<file path="config.mk">
export PLATFORM = sky130hd
export DESIGN_NAME = dmem_access_ctrl
export DESIGN_NICKNAME = d
export VERILOG_FILES = /design/src/rtl/riscv_pkg.sv /design/src/rtl/load_extend.sv /design/src/rtl/dmem_access_ctrl.sv
export SDC_FILE = /design/constraint.sdc
export NUM_CORES = 1
export LEC_CHECK = 0
export BUFFER_PORTS_ARGS = -buffer_cell sky130_fd_sc_hd__buf_2
export CAP_MARGIN = 20
export CORE_ASPECT_RATIO = 0.75
export CORE_UTILIZATION = 50
export CTS_BUF_LIST = sky130_fd_sc_hd__clkbuf_8
export DETAILED_ROUTE_END_ITERATION = 8
export PLACE_DENSITY = 0.81
export REMOVE_ABC_BUFFERS = 1
export SLEW_MARGIN = 5
export SYNTH_ARGS = -nofsm -noshare
export SYNTH_HDL_FRONTEND = slang
export SYNTH_SLANG_ARGS = --single-unit
</file>
<file path="constraint.sdc">
create_clock -name CLK -period 2.5 [get_ports CLK]
set_input_delay 0.375 -clock CLK [delete_from_list [all_inputs] [get_ports CLK]]
set_output_delay 0.375 -clock CLK [all_outputs]
set_load 0.05 [all_outputs]
</file>
<file path="src/rtl/riscv_pkg.sv">
// Shared RV32 data-memory definitions: funct3 size encodings, access FSM states,
// and the lane/enable helpers used when a request is launched onto the bus.
package riscv_pkg;

    localparam logic [2:0] F3_B  = 3'b000;
    localparam logic [2:0] F3_H  = 3'b001;
    localparam logic [2:0] F3_W  = 3'b010;
    localparam logic [2:0] F3_BU = 3'b100;
    localparam logic [2:0] F3_HU = 3'b101;

    localparam int unsigned TIMEOUT_DEFAULT = 15;

    typedef enum logic [1:0] {
        ST_IDLE   = 2'd0,
        ST_ACCESS = 2'd1,
        ST_RESP   = 2'd2
    } dmem_state_e;

    // funct3[1:0] carries the size; the unsigned bit does not affect alignment.
    function automatic logic f3_aligned(input logic [2:0] f3, input logic [1:0] lane);
        case (f3[1:0])
            2'b00:   return 1'b1;
            2'b01:   return ~lane[0];
            2'b10:   return (lane == 2'b00);
            default: return 1'b0;
        endcase
    endfunction

    function automatic logic [3:0] f3_be(input logic [2:0] f3, input logic [1:0] lane);
        case (f3[1:0])
            2'b00:   return 4'b0001 << lane;
            2'b01:   return 4'b0011 << lane;
            default: return 4'b1111;
        endcase
    endfunction

    function automatic logic [31:0] f3_wdata(input logic [2:0] f3, input logic [31:0] wd);
        case (f3[1:0])
            2'b00:   return {4{wd[7:0]}};
            2'b01:   return {2{wd[15:0]}};
            default: return wd;
        endcase
    endfunction

endpackage

</file>
<file path="src/rtl/load_extend.sv">
// Selects the addressed byte/halfword lane of a bus read word and sign- or
// zero-extends it according to the load size.
module load_extend
    import riscv_pkg::*;
(
    input  logic [31:0] word_i,
    input  logic [1:0]  lane_i,
    input  logic [2:0]  funct3_i,
    output logic [31:0] data_o
);

    logic [7:0]  byte_sel;
    logic [15:0] half_sel;

    always_comb begin
        case (lane_i)
            2'd0:    byte_sel = word_i[7:0];
            2'd1:    byte_sel = word_i[15:8];
            2'd2:    byte_sel = word_i[23:16];
            default: byte_sel = word_i[31:24];
        endcase
        half_sel = lane_i[1] ? word_i[31:16] : word_i[15:0];

        case (funct3_i)
            F3_B:    data_o = {{24{byte_sel[7]}}, byte_sel};
            F3_H:    data_o = {{16{half_sel[15]}}, half_sel};
            F3_BU:   data_o = {24'h0, byte_sel};
            F3_HU:   data_o = {16'h0, half_sel};
            default: data_o = word_i;
        endcase
    end

endmodule

</file>
<file path="src/rtl/dmem_access_ctrl.sv">
// MEM-stage data memory access controller: launches one registered bus request
// per valid load/store, stalls the pipeline until ack or timeout, and faults bad requests.
module dmem_access_ctrl
    import riscv_pkg::*;
#(
    parameter int unsigned TIMEOUT = TIMEOUT_DEFAULT
) (
    input  logic        CLK,
    input  logic        RST,
    input  logic        mem_rd_en,
    input  logic        mem_wr_en,
    input  logic [31:0] mem_addr,
    input  logic [31:0] mem_wdata,
    input  logic [2:0]  mem_funct3,
    output logic [31:0] mem_rdata,
    output logic        stall,
    output logic        access_fault,
    output logic        bus_req,
    output logic        bus_we,
    output logic [31:0] bus_addr,
    output logic [31:0] bus_wdata,
    output logic [3:0]  bus_be,
    input  logic        bus_ack,
    input  logic [31:0] bus_rdata
);

    dmem_state_e state_q, state_d;
    logic [7:0]  cnt_q;
    logic        fault_q;
    logic        bus_req_q, bus_we_q;
    logic [31:0] bus_addr_q, bus_wdata_q, rdata_q;
    logic [3:0]  bus_be_q;
    logic [1:0]  lane_q;
    logic [2:0]  funct3_q;
    logic [31:0] ext_data;

    logic one_req, req_ok, req_bad, timeout_hit;

    assign one_req     = mem_rd_en ^ mem_wr_en;
    assign req_ok      = one_req & f3_aligned(mem_funct3, mem_addr[1:0]);
    assign req_bad     = (mem_rd_en & mem_wr_en) | (one_req & ~req_ok);
    assign timeout_hit = (cnt_q == 8'(TIMEOUT - 1));

    load_extend u_load_extend (
        .word_i   (bus_rdata),
        .lane_i   (lane_q),
        .funct3_i (funct3_q),
        .data_o   (ext_data)
    );

    always_comb begin
        state_d = state_q;
        case (state_q)
            ST_IDLE:   if (req_ok) state_d = ST_ACCESS;
            ST_ACCESS: if (bus_ack || timeout_hit) state_d = ST_RESP;
            default:   state_d = ST_IDLE;
        endcase
    end

    always_ff @(posedge CLK or negedge RST) begin
        if (!RST) begin
            state_q     <= ST_IDLE;
            cnt_q       <= '0;
            fault_q     <= 1'b0;
            bus_req_q   <= 1'b0;
            bus_we_q    <= 1'b0;
            bus_addr_q  <= '0;
            bus_wdata_q <= '0;
            bus_be_q    <= '0;
            rdata_q     <= '0;
            lane_q      <= '0;
            funct3_q    <= '0;
        end else begin
            state_q <= state_d;
            fault_q <= 1'b0;
            case (state_q)
                ST_IDLE: begin
                    fault_q <= req_bad;
                    if (req_ok) begin
                        cnt_q       <= '0;
                        bus_req_q   <= 1'b1;
                        bus_we_q    <= mem_wr_en;
                        bus_addr_q  <= {mem_addr[31:2], 2'b00};
                        bus_be_q    <= f3_be(mem_funct3, mem_addr[1:0]);
                        bus_wdata_q <= mem_wr_en ? f3_wdata(mem_funct3, mem_wdata) : '0;
                        lane_q      <= mem_addr[1:0];
                        funct3_q    <= mem_funct3;
                    end
                end
                ST_ACCESS: begin
                    cnt_q <= cnt_q + 8'd1;
                    // A late ack on the timeout edge still wins over the fault.
                    if (bus_ack) begin
                        bus_req_q <= 1'b0;
                        bus_we_q  <= 1'b0;
                        rdata_q   <= bus_we_q ? '0 : ext_data;
                    end else if (timeout_hit) begin
                        bus_req_q <= 1'b0;
                        bus_we_q  <= 1'b0;
                        rdata_q   <= '0;
                        fault_q   <= 1'b1;
                    end
                end
                default: ;
            endcase
        end
    end

    // Reset gates the combinational stall so every output is low while RST is asserted.
    assign stall        = RST & (((state_q == ST_IDLE) & req_ok) | (state_q == ST_ACCESS));
    assign mem_rdata    = rdata_q;
    assign access_fault = fault_q;
    assign bus_req      = bus_req_q;
    assign bus_we       = bus_we_q;
    assign bus_addr     = bus_addr_q;
    assign bus_wdata    = bus_wdata_q;
    assign bus_be       = bus_be_q;

endmodule

</file>
== Word level (Yosys, flattened, before mapping) ==
Cells that the tools add are included.
Word-level totals
  register bits: 116
  input bits: 104
  logic and storage cells: 73
Cells by class
  add/subtract/negate cells: 1
  equality and inequality tests: 12
  shift operators: 2
  mux-type cells: 24
  bitwise gates (word level): 10
  reductions and logical operators: 13
Operator list (count)
  $mux W32: 4
  $pmux W32 S4: 1
  $pmux W32 S2: 1
  $pmux W8 S3: 1
  $mux W16: 1
  $pmux W8 S2: 1
  $add A8 B1 Y8 const B: 1
  $eq A8 B4 Y1 const B: 1
  $logic_not A2 Y1: 4
  $mux W8: 1
  $pmux W4 S2: 1
  $reduce_and A2 Y1: 4
  $eq A2 B1 Y1 const B: 3
  $eq A3 B3 Y1 const B: 2
  $mux W1: 6
  $pmux W1 S2: 3
  $and A1 B1 Y1: 5
  $eq A2 B2 Y1 const B: 2
  $mux W2: 2
  $ne A2 B2 Y1 const B: 2
  $pmux W2 S2: 1
  $reduce_bool A2 Y1: 2
  $shl A1 B2 Y4 const A: 1
  $shl A2 B2 Y4 const A: 1
  other kinds (9): 11

== Longest topological paths before layout ==
Gate-level depths: netlist of the first run.
  word-level depth: 7
  gate-level depth with buffers: 8
  gate-level depth less buffers: 7

== Modules after synthesis ==
From an unflattened synthesis of the first run, not the netlist that was laid out.
Second synthesis, totals
  cell total of the unflattened synthesis: 607
  area total of the unflattened synthesis: 6039.5 µm²
Modules (own cells, without submodules)
  dmem_access_ctrl: instances 1, cells an instance 476, area an instance 5316.3 µm², seq. area each 2902.8 µm²
  load_extend: instances 1, cells an instance 131, area an instance 723.2 µm², seq. area each 0.0 µm²

== Worst setup path before layout of the first run ==
OpenSTA, ideal clock, no wires.
  kind: in2out
  start: input port mem_rd_en
  end: output port stall
  arrival time: 1.937 ns
  required time: 2.125 ns
  setup slack: 0.188 ns
  stages on the path: 4
  buffers on the path: 0
  cell sequence: ha_1 > nor3b_1 > a31oi_1 > nor2b_1
On the way
  word-level cells in the longest chain between the ends: 5
Ends and longest elaborated chain
  start, declared: line dmem_access_ctrl.sv:10  | input logic mem_rd_en,
  $xor A1 B1 Y1: line dmem_access_ctrl.sv:39  | assign one_req = mem_rd_en ^ mem_wr_en;
  $and A1 B1 Y1: line dmem_access_ctrl.sv:40  | assign req_ok = one_req & f3_aligned(mem_funct3, mem_addr[1:0]);
  $and A1 B1 Y1: line dmem_access_ctrl.sv:110  | assign stall = RST & (((state_q == ST_IDLE) & req_ok) | (state_q == ST_ACCESS));
  $or A1 B1 Y1: line dmem_access_ctrl.sv:110
  $and A1 B1 Y1: line dmem_access_ctrl.sv:110
  end, declared: line dmem_access_ctrl.sv:16  | output logic stall,
Every way passes these cells.

== Final worst setup path of the first run ==
  start: register state_q[0]
  end: output port stall
On the way
  word-level cells in the longest chain between the ends: 4
  elaborated cells on any way between the ends: 5
  those cells by class: eq/ne: 1; bitwise: 3; reduce/logical: 1
Ends and longest elaborated chain
  start, declared: line dmem_access_ctrl.sv:27  | dmem_state_e state_q, state_d;
  start signal, assigned: line dmem_access_ctrl.sv:74  | state_q <= state_d;
  $logic_not A2 Y1: line dmem_access_ctrl.sv:110
  $and A1 B1 Y1: line dmem_access_ctrl.sv:110
  $or A1 B1 Y1 *: line dmem_access_ctrl.sv:110
  $and A1 B1 Y1 *: line dmem_access_ctrl.sv:110
Every way passes the cells marked *; elsewhere a longest branch is shown, timed or not.

==> results of run 1 <==
[worst register-to-register path, stage by stage, from the launching register on]
cell      delay, ns
dfrtp_1        0.44
inv_1          0.08
ha_1           0.15
nand4b_1       0.12
o41ai_2        0.29
nand2_2        0.37
a221o_2        0.50
[area by class of cell]
class / instances / share of cell area [%]
Clock inverter: 12 / 1.64
Timing Repair Buffer: 223 / 16.8
Multi-Input combinational cell: 399 / 33.7
Inverter: 7 / 0.374
Clock buffer: 19 / 3.72
Sequential cell: 116 / 41.3
Tap cell: 136 / 2.42
[report_power, final]
group	internal [uW]	leakage (uW)	switching [uW]
Clock	915	0.000196	767
Sequential	2520	0.00149	488
Combinational	1090	0.00203	3160
Total	4520	0.00372	4420
[synth_stat cells, types with 4 or more instances]
cell type,instances,area [sq um]
inv_1,6,22.5
a21oi_1,9,45.0
nand2_1,168,631
mux2_2,6,67.6
o21a_1,7,52.6
o221ai_1,4,35.0
mux2i_1,29,290
a221o_2,5,56.3
a221o_1,11,110
o31ai_1,18,135
buf_4,4,30.0
nor2_1,11,41.3
or3_1,4,25.0
nand2b_1,10,62.6
dfrtp_1,116,2900
nand3_1,22,110
o2bb2ai_1,10,87.6
buf_2,14,70.1
nor3_1,6,30.0
o21ai_0,30,150
a32o_1,6,60.1
clkbuf_1,17,63.8
[registers in the layout, indices dropped and copies added, names as in the netlist]
name / cells
bus_wdata: 32
mem_rdata: 32
bus_addr: 30
cnt_q: 8
bus_be: 4
funct3_q: 3
lane_q: 2
state_q: 2
access_fault: 1
bus_req: 1
bus_we: 1
[worst max path at each step]
stage                     depth (start not counted)           from             to  slack [ns]
final                                             5     state_q[0]          stall        0.24
after global routing                              4     state_q[0]          stall        0.13
after CTS                                         5     state_q[0]          stall        0.23
after detailed placement                          5  mem_funct3[1]  bus_wdata[10]        0.30
after global placement                            8      mem_wr_en   bus_wdata[0]        0.45
after floorplan                                   4      mem_rd_en  bus_wdata[10]       -0.84
[through the flow]
step                      setup TNS (ns)  utilization, %  area [sq um]  hold slack, ns  instances
final                                  0            67.0          7030           0.121        912
after global routing                   0            67.0          7030           0.111        912
after CTS                              0            67.0          7030           0.110        912
after detailed placement               0            63.3          6640           0.211        880
after global placement                 0            63.3          6640           0.208        880
after floorplan                   -46.73               -          5290          0.0794        522
[per-layer routing]
layer	up-vias	track usage [%]
met5	-	0
met4	2	11.6
met3	31	7.76
met2	231	43.0
met1	2421	38.5
li1	2366	-
[logic make-up after synthesis]
kind of cell | Yosys count | share of synthesized area [%]
buffers and inverters | 48 | 4.46
muxes | 35 | 6.50
other | 1 | 0.0682
and+or+nand+nor | 238 | 18.5
adders and majority gates | 3 | 0.682
AOI/OAI and AO/OA | 118 | 16.5
DFF | 116 | 52.8
xor gates and xnor gates | 3 | 0.478
[what timing repair did]
action | CTS | global route
hold endpoints to repair | 7 | 0
endpoints found under the setup margin | 0 | 0
hold buffers | 1 | 0
==> run summary, run 1 <==
Reg-to-reg endpoint: mem_rdata[18]
Worst Path Max Fanout: 6
Post-synth EDFFs: 0
# setup viols final: 0
ANT nets after route: 0
Pre-antenna DRT Iters: 6
Max-cap violations: 0
Multi-input gate area: 2370 sq um
Hold WC Path Type: in2reg
Site Rows: 32
Setup Fix Bufs, Post-CTS: 0
Met1 WL: 6600 um
Crit-path cells: nor2b_1 -> buf_4 -> a31oi_1 -> nor2b_1 -> buf_2
CTS Root Cell: clkbuf_8
Via count: 5051
Gpl congestion: 0.863
Congestion Overflow GR: 0
Cells after synthesis: 562
PD cells: 1270 nW/um^2
Final Hold Violating Endpoints: 0
ANT cells: 0
Slew Limit Fails: 0
Final-layout fill cell count: 892
Relative slew margins: 29.4%
Met3 WL: 1350 um
RSZ-0062 raised after global routing: false
Die area: 11400 sq um
TritonCTS clock tree: built
Min cycle time layout: 2.26 ns
FMAX: 442 MHz
Num CTS Buffers: 17
Quantity of gates resized following cts: 0
Largest net degree at the start of global routing: 57
First-pass GRT wire length: 24600 um
Unique masters post-synth: 55
I/O pins: 208
Crit path kind: reg2out
R2R Path Start: cnt_q[0]
Crit path buf inv count: 2
DR WL/cell: 16.9 um
Clock Latency Late Sink: 0.44 ns
Clock Path Buffers: 2
Post-Syn Area: 5500 sq um
Final wirelength: 15400 um
Worst clock skew: 0.0153 ns
Outcome: finished, final reports clean
WP data required: 2.12 ns
Worst setup slack after placement: 0.300 ns
Port Buf Inserts: 205
Die width: 123 um
Most used DFF post-synth: dfrtp_1
Detailed placer's ending HPWL: 11100 um
Hold depth: 3
Worst slew pin tran: 1.05 ns
Layout cells sized above 1: 34.9%
CP Launch Type: flop
Residual DRC: 0
CORE AREA: 10500 sq um
TritonCTS Sinks: 116
Clk slew on worst S/H paths: 0.08 ns
Most common cell after layout, fill and taps aside: buf_2
WL met2: 7200 um
Endpoint, Worst Hold: bus_addr[30]
Worst reg-to-reg setup slack: 0.44 ns
GRT Total Usage: 28.4%
Via density: 5.54
Post-synthesis average cell area: 9.79 sq um
Register area: 2900 sq um
Register area share after synthesis: 52.8%
Critical path capture point type: output pin
Worst Slack Setup Final: 0.240 ns
Flops & latches, synth: 116
Total chip power: 8940 uW
Arrival @ worst endpoint: 1.89 ns
Post-synth ARST share: 100%
Vias in the first global route: 4901
# H-tree levels: 4
Nets: 871
Starting DRT DRC Count: 418
P&R area growth vs syn: 27.7%
Crit-path slowest cell: dfrtp_1
Initial antenna violation count: 1
R2R cell count: 6
Initial Util: 52.4%
Leak Pwr: 0.00372 uW
Worst VDD drop: 0.791 mV
Commonest non-fill, non-tap cells in the layout: buf_2, nand2_1, dfrtp_1
YS warnings: 0
Final Cycle Share: 90.4%
Hold path startpoint: mem_addr[30]
CP delay by family, top: flip-flops
Die height: 92.8 um
Most used cell, CP: nor2b_1
CP max stage delay: 0.45 ns
Highest routed metal layer: met5
No activity file was read; power rests on OpenSTA's default activity.
==> run 2, diff against run 1 <==
--- a/config.mk
+++ b/config.mk
@@ -8,11 +8,11 @@
 export BUFFER_PORTS_ARGS = -buffer_cell sky130_fd_sc_hd__buf_2
 export CAP_MARGIN = 20
 export CORE_ASPECT_RATIO = 0.75
-export CORE_UTILIZATION = 50
+export CORE_UTILIZATION = 30
 export CTS_BUF_LIST = sky130_fd_sc_hd__clkbuf_8
 export DETAILED_ROUTE_END_ITERATION = 8
-export PLACE_DENSITY = 0.81
 export REMOVE_ABC_BUFFERS = 1
+export SETUP_SLACK_MARGIN = 0.02
 export SLEW_MARGIN = 5
 export SYNTH_ARGS = -nofsm -noshare
 export SYNTH_HDL_FRONTEND = slang
==> run summary, run 2 (synthesized netlist as in run 1, its figures left out) <==
P&R area growth vs syn: 29.9% (was 27.7%)
Clock Latency Late Sink: 0.43 ns (was 0.44 ns)
Met2 GRT Util: 25.4% (was 43.0%)
Via density: 4.74 (was 5.54)
PD cells: 1230 nW/um^2 (was 1270 nW/um^2)
Hold WC Path Type: in2async (was in2reg)
Final-layout fill cell count: 1825 (was 892)
Cell count along the critical path: 5 (unchanged)
Hold-fix buffers, CTS: 0 (was 1)
Arrival @ worst endpoint: 1.86 ns (was 1.89 ns)
Setup tns final: 0 ns (unchanged)
ANT nets after route: 0 (unchanged)
First-pass GRT wire length: 25400 um (was 24600 um)
Relative slew margins: 30.3% (was 29.4%)
Commonest non-fill, non-tap cells in the layout: buf_2, nand2_1, dfrtp_1 (unchanged)
Detailed placer's ending HPWL: 11300 um (was 11100 um)
TritonCTS clock tree: built (unchanged)
Final Hold Violating Endpoints: 0 (unchanged)
Min cycle time layout: 2.24 ns (was 2.26 ns)
Worst Path Max Fanout: 6 (unchanged)
Post-Place Cell Area: 6800 sq um (was 6640 sq um)
Global routing usage on met3: 5.57% (was 7.76%)
Port Buf Inserts: 205 (unchanged)
Worst slew pin tran: 1.04 ns (was 1.05 ns)
Most used cell, CP: nor2b_1 (unchanged)
Gpl congestion: 0.778 (was 0.863)
R2R cell count: 4 (was 6)
Reg-to-reg endpoint: mem_rdata[17] (was mem_rdata[18])
Quantity of gates resized following cts: 0 (unchanged)
# setup viols final: 0 (unchanged)
CP Launch Type: flop (unchanged)
Die area: 18900 sq um (was 11400 sq um)
Max-cap violations: 0 (unchanged)
CP max stage delay: 0.43 ns (was 0.45 ns)
Congestion Overflow GR: 0 (unchanged)
FMAX: 447 MHz (was 442 MHz)
CTS Root Cell: clkbuf_8 (unchanged)
CORE AREA: 17800 sq um (was 10500 sq um)
I/O pins: 208 (unchanged)
R2R Path Start: state_q[1] (was cnt_q[0])
Worst VDD drop: 0.599 mV (was 0.791 mV)
Clock Path Buffers: 2 (unchanged)
Met1 Use GR: 24.5% (was 38.5%)
RSZ-0062 raised after global routing: false (unchanged)
GRT Total Usage: 17.5% (was 28.4%)
Crit-path slowest cell: dfrtp_1 (unchanged)
CP delay by family, top: flip-flops (unchanged)
DR WL/cell: 15.4 um (was 16.9 um)
WP data required: 2.12 ns (about the same)
Starting DRT DRC Count: 275 (was 418)
Final wirelength: 15700 um (was 15400 um)
Total chip power: 8760 uW (was 8940 uW)
ANT cells: 0 (unchanged)
# H-tree levels: 4 (unchanged)
Die height: 119 um (was 92.8 um)
Crit path kind: reg2out (unchanged)
Initial antenna violation count: 1 (unchanged)
Slew Limit Fails: 0 (unchanged)
Crit path buf inv count: 2 (unchanged)
Vias in the first global route: 4830 (was 4901)
Worst reg-to-reg setup slack: 0.31 ns (was 0.44 ns)
Post-route cell area: 7150 sq um (was 7030 sq um)
Nets: 874 (was 871)
Crit-path cells: nor2b_1 -> buf_4 -> a31oi_1 -> nor2b_1 -> buf_2 (unchanged)
Outcome: finished, final reports clean (unchanged)
Residual DRC: 0 (unchanged)
Most used routing layer: met2 (unchanged)
Leak Pwr: 0.00370 uW (was 0.00372 uW)
Site Rows: 42 (was 32)
TritonCTS Sinks: 116 (unchanged)
Via count: 4843 (was 5051)
Critical path capture point type: output pin (unchanged)
Worst clock skew: 0.0122 ns (was 0.0153 ns)
Num CTS Buffers: 17 (unchanged)
Die width: 158 um (was 123 um)
Final Cycle Share: 89.5% (was 90.4%)
Setup Fix Bufs, Post-CTS: 0 (unchanged)
Layout cells sized above 1: 35.6% (was 34.9%)
Clk slew on worst S/H paths: 0.08 ns (about the same)
Largest net degree at the start of global routing: 64 (was 57)
Most common cell after layout, fill and taps aside: buf_2 (unchanged)
Pre-antenna DRT Iters: 5 (was 6)
Crit path from: state_q[0] (unchanged)
Initial Util: 30.9% (was 52.4%)
CP Capture Point: stall (unchanged)
run 2: power breakdown:
group	total [uW]	leakage (uW)	internal [uW]	switching [uW]
clock	1530	0.000166	728	800
sequential	2940	0.00149	2520	425
combinational	4290	0.00205	1100	3190
run 2: metal layers:
layer / share of wire, % / routed length [um]
met3: 7.2 / 1140
met4: 1.2 / 191
met5: 0.083 / 13
met1: 48 / 7580
met2: 43 / 6820
run 2: worst min-delay path by stage:
stage | endpoint | slack, ns | from
3_5_place_dp | bus_wdata[3] | 0.45 | bus_wdata[3]
3_3_place_gp | bus_wdata[1] | 0.45 | bus_wdata[1]
2_1_floorplan | access_fault | 0.08 | RST
4_1_cts | bus_addr[5] | 0.09 | mem_addr[5]
6_report | cnt_q[3] | 0.09 | RST
5_1_grt | bus_addr[12] | 0.1 | mem_addr[12]
run 2: layout make-up:
class                   instances  area (sq um)  share of cell area (%)
inverters                       7          26.3                   0.368
repair buffers                226          1200                    16.8
well taps                     242           303                    4.24
clock buffers                  19           262                    3.66
multi-input cells             399          2370                    33.2
flip-flops and latches        116          2900                    40.6
clock inverters                12          83.8                    1.17
run 2: metrics by stage:
stage          util, %  hold WS, ns  setup WS [ns]  std cells
2_1_floorplan        -       0.0794         -0.844        522
3_3_place_gp      38.2        0.446          0.338        990
3_5_place_dp      38.2        0.452          0.292        990
4_1_cts           40.1       0.0902          0.200       1021
5_1_grt           40.1       0.0964         0.0850       1021
6_report          40.1       0.0893          0.262       1021
==> run 3, diff against run 2 <==
--- a/config.mk
+++ b/config.mk
@@ -5,12 +5,13 @@
 export SDC_FILE = /design/constraint.sdc
 export NUM_CORES = 1
 export LEC_CHECK = 0
-export BUFFER_PORTS_ARGS = -buffer_cell sky130_fd_sc_hd__buf_2
+export ABC_AREA = 1
 export CAP_MARGIN = 20
 export CORE_ASPECT_RATIO = 0.75
 export CORE_UTILIZATION = 30
 export CTS_BUF_LIST = sky130_fd_sc_hd__clkbuf_8
 export DETAILED_ROUTE_END_ITERATION = 8
+export DONT_BUFFER_PORTS = 1
 export REMOVE_ABC_BUFFERS = 1
 export SETUP_SLACK_MARGIN = 0.02
 export SLEW_MARGIN = 5
==> constraint.sdc (replaced) <==
create_clock -name CLK -period 2.1 [get_ports CLK]
set_input_delay 0.315 -clock CLK [delete_from_list [all_inputs] [get_ports CLK]]
set_output_delay 0.315 -clock CLK [all_outputs]
set_load 0.05 [all_outputs]
==> run summary, run 3 <==
P&R area growth vs syn: 17.7% (was 29.9%)
ANT cells: 0 (unchanged)
Final Hold Violating Endpoints: 116 (was 0)
Cell taking the most area after synthesis: dfrtp_1 (unchanged)
Commonest non-fill, non-tap cells in the layout: nand2_1, dfrtp_1, nor2_1 (was buf_2, nand2_1, dfrtp_1)
ANT nets after route: 0 (unchanged)
Worst slew pin tran: 0.551 ns (was 1.04 ns)
Post-synthesis average cell area: 7.60 sq um (was 9.79 sq um)
# setup viols final: 0 (unchanged)
Post-synth ARST share: 100% (unchanged)
TritonCTS Sinks: 116 (unchanged)
YS warnings: 0 (unchanged)
Crit path kind: reg2out (unchanged)
TritonCTS clock tree: built (unchanged)
Worst Path Max Fanout: 5 (was 6)
Most common cell after layout, fill and taps aside: nand2_1 (was buf_2)
Gpl congestion: 0.887 (was 0.778)
R2R Path Start: cnt_q[0] (was state_q[1])
PD cells: 1550 nW/um^2 (was 1230 nW/um^2)
DR WL/cell: 16.1 um (was 15.4 um)
Die width: 161 um (was 158 um)
# H-tree levels: 4 (unchanged)
Site Rows: 43 (was 42)
Port Buf Inserts: 0 (was 205)
Most used cell, CP: inv_2 (was nor2b_1)
Max-cap violations: 0 (unchanged)
Congestion Overflow GR: 0 (unchanged)
Post-route cell area: 6670 sq um (was 7150 sq um)
Slew Limit Fails: 0 (unchanged)
Most used DFF post-synth: dfrtp_1 (unchanged)
Clk slew on worst S/H paths: 0.08 ns (about the same)
Initial Util: 30.6% (was 30.9%)
Post-synth EDFFs: 0 (unchanged)
Clock Path Buffers: 2 (unchanged)
Area share of the largest cell type after synthesis: 51.2% (was 52.8%)
Final wirelength: 16800 um (was 15700 um)
Cells after synthesis: 746 (was 562)
R2R cell count: 9 (was 4)
Die area: 19500 sq um (was 18900 sq um)
Layout cells sized above 1: 8.52% (was 35.6%)
Final Cycle Share: 93.1%
CP delay by family, top: flip-flops (unchanged)
Worst VDD drop: 0.555 mV (was 0.599 mV)
Outcome: finished with violations (was finished, final reports clean)
GRT Total Usage: 17.5% (about the same)
Crit-path slowest cell: dfrtp_1 (unchanged)
Relative slew margins: 63.3% (was 30.3%)
Reg-to-reg endpoint: mem_rdata[16] (was mem_rdata[17])
Hold Slack: -0.427 ns (was 0.0893 ns)
Unique masters post-synth: 32 (was 55)
Worst clock skew: 0.0141 ns (was 0.0122 ns)
CORE AREA: 18500 sq um (was 17800 sq um)
Crit-path cells: inv_2 -> nand3_1 -> inv_2 -> nand3_4 -> nand2_4 -> inv_2 -> nor2_4 -> buf_6 (was nor2b_1 -> buf_4 -> a31oi_1 -> nor2b_1 -> buf_2)
Post-Syn Area: 5670 sq um (was 5500 sq um)
Failing checks: negative hold slack
Num CTS Buffers: 17 (unchanged)
CP Launch Type: flop (unchanged)
Via density: 4.72 (was 4.74)
I/O pins: 208 (unchanged)
Critical path capture point type: output pin (unchanged)
Total chip power: 10300 uW (was 8760 uW)
CTS Root Cell: clkbuf_8 (unchanged)
Vias in the first global route: 4800 (was 4830)
Min cycle time layout: 1.96 ns
FMAX: 511 MHz
Via count: 4931 (was 4843)
Die height: 121 um (was 119 um)
Starting DRT DRC Count: 402 (was 275)
Most instantiated cells after synthesis: nand2_1, dfrtp_1, nor2_1 (was nand2_1, dfrtp_1, o21ai_0)
Nets: 892 (was 874)
Pre-antenna DRT Iters: 5 (unchanged)
Area contributors post-synth: dfrtp_1, nand2_1, nor2_1, o21ai_0, inv_1 (was dfrtp_1, nand2_1, mux2i_1, o21ai_0, o31ai_1)
Leak Pwr: 0.00348 uW (was 0.00370 uW)
Detailed placer's ending HPWL: 11200 um (was 11300 um)
WP data required: 1.78 ns (was 2.12 ns)
Post-Place Cell Area: 5860 sq um (was 6800 sq um)
Initial antenna violation count: 0 (was 1)
Clock Latency Late Sink: 0.44 ns (was 0.43 ns)
Count leader, synth: nand2_1 (unchanged)
Flops & latches, synth: 116 (unchanged)
Residual DRC: 0 (unchanged)
Arrival @ worst endpoint: 1.64 ns (was 1.86 ns)
Hold WC Path Type: in2async (unchanged)
CP max stage delay: 0.43 ns (about the same)
Crit path buf inv count: 4 (was 2)
RSZ-0062 raised after global routing: false (unchanged)
Register area share after synthesis: 51.2% (was 52.8%)
Worst reg-to-reg setup slack: 0.42 ns (was 0.31 ns)
Largest net degree at the start of global routing: 118 (was 64)
First-pass GRT wire length: 26000 um (was 25400 um)
## run 3: how the worst max path moves through the flow
stage                          start            end  slack (ns)  cells past startpoint
after floorplan            mem_rd_en          stall       -0.56                      7
after global placement     mem_rd_en  bus_wdata[27]        0.36                      7
after detailed placement   mem_rd_en  bus_wdata[29]        0.30                      7
after CTS                 state_q[1]          stall        0.02                      8
after global routing      state_q[1]          stall        0.03                      8
final                     state_q[1]          stall        0.14                      8
## run 3: kinds of logic after synthesis
group / synth area share [%]
buffers and inverters: 6.82
AO/OA/AOI/OAI: 8.17
other: 0.0662
flip-flops: 51.2
adder cells (fa/ha/maj): 0.662
AND/OR/NAND/NOR: 33.1
## run 3: per-layer routing
metal / vias to the layer above / part of all wire [%] / track usage, %
met5: - / 0 / 0
met4: 0 / 1.4 / 4.78
met3: 16 / 12 / 8.92
met2: 223 / 45 / 27.3
met1: 2288 / 42 / 21.3
li1: 2404 / - / -
## run 3: power breakdown
part	internal, uW	switching (uW)	total [uW]
logic	729	1240	1970
clock network	1010	1040	2050
registers	2980	3330	6310
## run 3: final cells by class
cell class	instances	area [sq um]
clock buffers	19	262
clock inverters	13	126
fillers	1932	11800
inverters	44	168
multi-input cells	554	2400
flip-flops and latches	116	2900
well taps	247	309
repair buffers	52	504
## run 3: timing repair
item / 4_1_cts / 5_1_grt
endpoints found under the setup margin: 1 / 1
resized for setup: 1 / 6
pin swaps: 0 / 2
buffers inserted: 0 / 1
hold buffers: 38 / 1
hold endpoints to repair: 154 / 117
## run 3: per-stage QoR
stage / worst slack, ns / hold slack, ns / instances / setup TNS [ns] / util (%)
4_1_cts: 0.0216 / -0.465 / 1043 / 0 / 35.9
6_report: 0.144 / -0.427 / 1045 / 0 / 36.0
3_3_place_gp: 0.357 / 0.0228 / 973 / 0 / 31.7
5_1_grt: 0.0296 / -0.470 / 1045 / 0 / 36.0
2_1_floorplan: -0.562 / 0.0194 / 714 / -0.562 / -
3_5_place_dp: 0.303 / 0.0225 / 973 / 0 / 31.7
## run 3: worst register-to-register path, stage by stage, from the launching register on
cell and delay [ns]:
dfrtp_1 0.40, inv_1 0.09, ha_1 0.16, nor3b_1 0.26, nand2_1 0.08, nand2_1 0.09, nand2_2 0.04, buf_4 0.24
nand2_1 0.13, nand2_1 0.07
